File: config.mk
export PLATFORM = sky130hd
export DESIGN_NAME = exe_iter_divider
export DESIGN_NICKNAME = d
export VERILOG_FILES = /design/src/rtl/exe_iter_divider.sv
export SDC_FILE = /design/constraint.sdc
export NUM_CORES = 1
export LEC_CHECK = 0
export BUFFER_PORTS_ARGS = -buffer_cell sky130_fd_sc_hd__buf_2
export CAP_MARGIN = 25
export CORE_MARGIN = 2
export CORE_UTILIZATION = 60
export DETAILED_ROUTE_END_ITERATION = 6
export PLACE_DENSITY = 0.82
export SLEW_MARGIN = 10
export SYNTH_ARGS = -nofsm -noshare
export SYNTH_HDL_FRONTEND = slang
export SYNTH_SLANG_ARGS = --single-unit
File: constraint.sdc
create_clock -name clk -period 6.4 [get_ports clk]
set_clock_uncertainty 0.2 [all_clocks]
set_input_delay 0.64 -clock clk [delete_from_list [all_inputs] [get_ports clk]]
set_output_delay 0.64 -clock clk [all_outputs]
set_load 0.01 [all_outputs]
File: src/rtl/exe_iter_divider.sv
// exe_iter_divider
// Multi-cycle radix-2 restoring divider for the EXE stage. It takes one signed
// or unsigned divide per handshake, iterates once per clock for WIDTH cycles,
// and returns the quotient, the remainder and a pass-through tag.
//
// Ports:
//   clk, reset       clock and asynchronous active-high reset
//   flush            synchronous cancel of any in-flight or held operation
//   in_valid/ready   request handshake (in_ready depends on out_ready)
//   in_signed        1 = signed divide, 0 = unsigned divide
//   in_dividend      dividend, sampled on accept only
//   in_divisor       divisor, sampled on accept only
//   in_tag           opaque tag returned with the result
//   out_valid/ready  result handshake; the result is held while out_ready is low
//   out_quotient     quotient, truncated toward zero
//   out_remainder    remainder, carries the sign of the dividend
//   out_tag          tag of the operation that produced this result
//   out_div_zero     divisor was zero (quotient all ones, remainder = dividend)
//   busy             divider is not idle
module exe_iter_divider #(
  parameter int WIDTH = 32,
  parameter int TAG_W = 5
) (
  input  logic             clk,
  input  logic             reset,
  input  logic             flush,
  input  logic             in_valid,
  output logic             in_ready,
  input  logic             in_signed,
  input  logic [WIDTH-1:0] in_dividend,
  input  logic [WIDTH-1:0] in_divisor,
  input  logic [TAG_W-1:0] in_tag,
  output logic             out_valid,
  input  logic             out_ready,
  output logic [WIDTH-1:0] out_quotient,
  output logic [WIDTH-1:0] out_remainder,
  output logic [TAG_W-1:0] out_tag,
  output logic             out_div_zero,
  output logic             busy
);

  localparam int CNT_W = $clog2(WIDTH);

  typedef enum logic [1:0] {IDLE, CALC, DONE} state_t;

  state_t             state_q, state_d;
  logic [WIDTH-1:0]   rem_q, rem_d;
  logic [WIDTH-1:0]   quo_q, quo_d;
  logic [WIDTH-1:0]   div_mag_q, div_mag_d;
  logic [CNT_W-1:0]   cnt_q, cnt_d;
  logic               sign_a_q, sign_a_d;
  logic               sign_b_q, sign_b_d;
  logic [TAG_W-1:0]   tag_q, tag_d;
  logic [WIDTH-1:0]   out_quotient_q, out_quotient_d;
  logic [WIDTH-1:0]   out_remainder_q, out_remainder_d;
  logic [TAG_W-1:0]   out_tag_q, out_tag_d;
  logic               out_div_zero_q, out_div_zero_d;

  logic               accept;
  logic               dividend_neg, divisor_neg;
  logic [WIDTH-1:0]   dividend_mag, divisor_mag;
  logic [WIDTH:0]     shifted;
  logic               trial_ge;
  logic [WIDTH-1:0]   iter_rem, iter_quo;

  assign in_ready = (state_q == IDLE) || ((state_q == DONE) && out_ready);
  assign accept   = in_valid && in_ready && !flush;

  // Two's-complement absolute value; the most negative value maps onto
  // 2^(WIDTH-1) when read as unsigned, which is exactly what the iteration needs.
  assign dividend_neg = in_signed && in_dividend[WIDTH-1];
  assign divisor_neg  = in_signed && in_divisor[WIDTH-1];
  assign dividend_mag = dividend_neg ? (~in_dividend + 1'b1) : in_dividend;
  assign divisor_mag  = divisor_neg  ? (~in_divisor  + 1'b1) : in_divisor;

  // One restoring step. The partial remainder is always below the divisor, so
  // it fits in WIDTH bits; only the shifted value needs the extra bit. When the
  // trial subtraction succeeds its result is again below the divisor, so the
  // WIDTH-bit difference is exact.
  assign shifted  = {rem_q, quo_q[WIDTH-1]};
  assign trial_ge = (shifted >= {1'b0, div_mag_q});
  assign iter_rem = trial_ge ? (shifted[WIDTH-1:0] - div_mag_q) : shifted[WIDTH-1:0];
  assign iter_quo = {quo_q[WIDTH-2:0], trial_ge};

  // Next-state logic. Flush wins over everything; an accept overrides the
  // DONE -> IDLE return so back-to-back operations lose no cycle.
  always_comb begin
    state_d         = state_q;
    rem_d           = rem_q;
    quo_d           = quo_q;
    div_mag_d       = div_mag_q;
    cnt_d           = cnt_q;
    sign_a_d        = sign_a_q;
    sign_b_d        = sign_b_q;
    tag_d           = tag_q;
    out_quotient_d  = out_quotient_q;
    out_remainder_d = out_remainder_q;
    out_tag_d       = out_tag_q;
    out_div_zero_d  = out_div_zero_q;

    if (flush) begin
      state_d = IDLE;
    end else begin
      case (state_q)
        CALC: begin
          rem_d = iter_rem;
          quo_d = iter_quo;
          if (cnt_q == '0) begin
            // Sign fix-up is registered together with the final step.
            state_d         = DONE;
            out_quotient_d  = (sign_a_q ^ sign_b_q) ? (~iter_quo + 1'b1) : iter_quo;
            out_remainder_d = sign_a_q ? (~iter_rem + 1'b1) : iter_rem;
            out_tag_d       = tag_q;
            out_div_zero_d  = 1'b0;
          end else begin
            cnt_d = cnt_q - 1'b1;
          end
        end
        DONE: begin
          if (out_ready) begin
            state_d = IDLE;
          end
        end
        default: ;
      endcase

      if (accept) begin
        sign_a_d = dividend_neg;
        sign_b_d = divisor_neg;
        tag_d    = in_tag;
        if (in_divisor == '0) begin
          state_d         = DONE;
          out_quotient_d  = '1;
          out_remainder_d = in_dividend;
          out_tag_d       = in_tag;
          out_div_zero_d  = 1'b1;
        end else begin
          state_d   = CALC;
          rem_d     = '0;
          quo_d     = dividend_mag;
          div_mag_d = divisor_mag;
          cnt_d     = CNT_W'(WIDTH - 1);
        end
      end
    end
  end

  // State and datapath registers.
  always_ff @(posedge clk or posedge reset) begin
    if (reset) begin
      state_q         <= IDLE;
      rem_q           <= '0;
      quo_q           <= '0;
      div_mag_q       <= '0;
      cnt_q           <= '0;
      sign_a_q        <= 1'b0;
      sign_b_q        <= 1'b0;
      tag_q           <= '0;
      out_quotient_q  <= '0;
      out_remainder_q <= '0;
      out_tag_q       <= '0;
      out_div_zero_q  <= 1'b0;
    end else begin
      state_q         <= state_d;
      rem_q           <= rem_d;
      quo_q           <= quo_d;
      div_mag_q       <= div_mag_d;
      cnt_q           <= cnt_d;
      sign_a_q        <= sign_a_d;
      sign_b_q        <= sign_b_d;
      tag_q           <= tag_d;
      out_quotient_q  <= out_quotient_d;
      out_remainder_q <= out_remainder_d;
      out_tag_q       <= out_tag_d;
      out_div_zero_q  <= out_div_zero_d;
    end
  end

  assign out_valid     = (state_q == DONE);
  assign busy          = (state_q != IDLE);
  assign out_quotient  = out_quotient_q;
  assign out_remainder = out_remainder_q;
  assign out_tag       = out_tag_q;
  assign out_div_zero  = out_div_zero_q;

endmodule
==> out/summary.txt <==
dominant cell type by area after synthesis: dfrtp_1
power density over the cells: 422.8 nW/um^2
Via density: 6.251
post-synthesis mux area share: 2.607%
Area Overhead vs Synth: 12.40%
Reg2Reg Depth: 16
max-cap viol count: 0
r2r startpoint: rem_q[8]
residual DRC count: 2
GR Overflow Total: 0
initial core utilization: 60.88%
Cells after Synth: 1,454
PortBufs: 147
post-synth top area share: 36.80%
Crit-path slowest cell: or4_1
TritonCTS clock tree: yes
RD Place Congestion: 0.9540
CTS buffer count: 17
DRT Pass-1 Iters: 7
DR vias: 11,470
routed len/inst: 19.18 um
vias in the first global route: 10,580
Avg Cell Area, Syn: 8.418 um^2
Crit. End Element: register
RSZ-0062 raised after global routing: false
Post-CTS Setup Repair Bufs: 0
Post-Synth XOR/XNOR Area: 10.15%
Antenna Nets Post-Route: 0
Area contributors post-synth: dfrtp_1 (37%), xor2_1 (5.7%), o21ai_0 (5.7%)
Max rail drop VDD: 266.6 uV
Post-synth top flop: dfrtp_1
CP Class: register to register
Post-synth EDFFs: 0
crit path launch type: register
Cell Area, Synth: 12,240 um^2
minimum clock period: 4.768 ns
slew at the pin closest to its max-slew limit: 0.9775 ns
H-tree levels: 4
critical path's largest stage delay: 0.57 ns
Final nets: 1,665
Lkg Pwr: 6.172 nW
worst reg2reg path endpoint: out_remainder[28]
layout cells sized above 1: 14.64%
r2r setup slk: 1.63 ns
fin. max-slew vios: 0
status: complete, but fails checks
failing checks: design-rule violations
CTS Buffer Depth: 2
Chip Height: 146.8 um
CP arrival: 4.87 ns
ys async rst share: 100.0%
Boundary Pins: 148
die width: 146.8 um
global-route wire length before repair: 55.91 mm
largest family of logic cells by synthesized area: compound AO/OA/AOI/OAI gates
HP Class: input port to async pin
DP Wirelength: 26.12 mm
Design Power: 5.816 mW
total number of yosys warnings: 0
Seq/Total Area, Yosys: 36.80%
worst-path maximum fanout: 12
Clock transition at path regs: 0.07 ns
CP Cell Sequence: ha_1, nand4_1, or4_1, o211ai_1, o21ai_1, nand2_2, mux2i_1, ha_1, nand2b_1, nor2_1, nand3_1, a21oi_1, nand3_1, o21ai_0, xor2_1, o21ai_0
initial antenna violation count: 0
Mapped Nets: 1,567
relative slew slack: 34.79%
total negative setup slack: 0 ns
largest net degree at the start of global routing: 100
clock sink count: 180
post-CTS sizing: 0
FMAX: 0.2097 GHz
Yosys cell types: 76
Synth Area in Adders: 3.946%
WL final: 35.20 mm
Fin. Hold Viols: 0
Synth Area in Compound Gates: 25.01%
Total GRT Usage: 32.47%
Final period util: 74.50%
CORE AREA: 20,100 um^2
overall die area: 21,560 um^2
CTS Hold Bufs: 0
Std-Cell Rows: 52
initial DRC count: 901
Root Driver: clkbuf_16
Synth Register Bits: 180
# setup viols final: 0
Clock Latency Late Sink: 0.45 ns
Core Util, Final: 68.43%
Critical Path RT: 6.50 ns
Post-Synth Simple-Gate Area: 16.75%
==> registers in the layout, summed over array words and instances, names as in the netlist <==
signal	count
rem_q	32
quo_q	32
tag_q	5
out_remainder	32
sign_a_q	1
cnt_q	5
out_quotient	32
div_mag_q	32
state_q	2
out_tag	5
sign_b_q	1
out_div_zero	1
==> kinds of logic after synthesis <==
kind of cell | after synthesis
compound gates | 475
xor+xnor | 141
fa+ha+maj | 38
buf+inv | 147
flops | 180
mux | 31
simple gates | 442
==> worst max-delay path: cells and delay by family, from the launching register on <==
kind | cells | cell delay [ns]
XOR/XNOR | 1 | 0.16
AND/OR/NAND/NOR | 7 | 1.63
flip-flops | 1 | 0.42
AO/OA/AOI/OAI | 5 | 1.05
multiplexers | 1 | 0.32
adder cells (fa/ha/maj) | 2 | 0.85
==> power by group <==
part           switching (mW)  internal, mW  leakage, nW
clock                   0.519         0.555        0.283
sequential              0.245          1.34         2.26
combinational            1.99          1.16         3.63
==> placed cells by master, fill, tap and decap left out, drive strengths merged, types with 4 or more instances in the layout <==
master  netlist  layout
buf          29     163
or3          10      10
ha           37      37
o31ai        23      23
mux2          7       7
a211oi       11      11
or4          11      11
xor2         81      81
a21oi       124     124
a31oi         9       9
nor2b         7       7
o21a          4       4
nand4        12      12
o21bai        5       5
and3          8       8
inv          61      67
nand3        17      17
a22oi        31      31
o22ai        17      17
o32ai         4       4
a221o        17      17
xnor2        60      60
o41ai        15      15
a21o         19      19
nor2        113     113
nor4         19      19
nand2       168     168
clkbuf       56      18
dfrtp       180     180
nor3         32      32
nand2b       15      15
o211ai       12      12
a222oi        6       6
mux2i        24      24
o21ai       147     147
and2         17      17
clkinv        1       6
a22o          9       9
==> stage by stage <==
step	cells	setup slack, ns	hold WS [ns]	cell area, um^2
2_1_floorplan	1454	0.6730	0.2498	12240
3_3_place_gp	1799	1.672	0.2555	13100
3_5_place_dp	1800	1.589	0.2605	13110
4_1_cts	1831	1.669	0.2081	13700
5_1_grt	1834	1.302	0.2444	13750
6_report	1835	1.632	0.1904	13760
==> final cells by class <==
type / instances / area, um^2
sequential: 180 / 4504
clock buffer: 17 / 425.4
tap: 270 / 337.8
timing repair buffer: 164 / 898.4
fill: 1634 / 6347
multi-input combinational: 1127 / 7184
clock inverter: 14 / 166.4
antenna: 1 / 2.502
inverter: 62 / 237.7
==> per-layer routing <==
metal / up-vias / global-route usage, % / part of all wire, %
met5: - / 0 / 0
met4: 0 / 12.28 / 3.0
met3: 77 / 3.975 / 7.2
met2: 490 / 52.42 / 46
met1: 5463 / 45.13 / 44
li1: 5441 / - / -
==> synth_stat cells, drive strengths merged (31+ instances only) <==
| cell type | count |
|---|---|
| o21ai | 147 |
| clkbuf | 56 |
| a21oi | 124 |
| dfrtp | 180 |
| xnor2 | 60 |
| nor2 | 113 |
| ha | 37 |
| xor2 | 81 |
| inv | 61 |
| a22oi | 31 |
| nand2 | 168 |
| nor3 | 32 |
==> how the worst max path moves through the flow <==
stage / end / slack, ns / startpoint / cells after the start
CTS: out_remainder[28] / 1.67 / rem_q[8] / 16
finish: out_remainder[28] / 1.63 / rem_q[8] / 16
global route: out_remainder[30] / 1.30 / rem_q[8] / 16
global placement: out_tag[1] / 1.67 / in_divisor[0] / 13
detailed placement: quo_q[23] / 1.59 / in_divisor[5] / 13
floorplan: cnt_q[0] / 0.67 / reset / 1
Note: power is estimated with default switching activity, not from simulation.
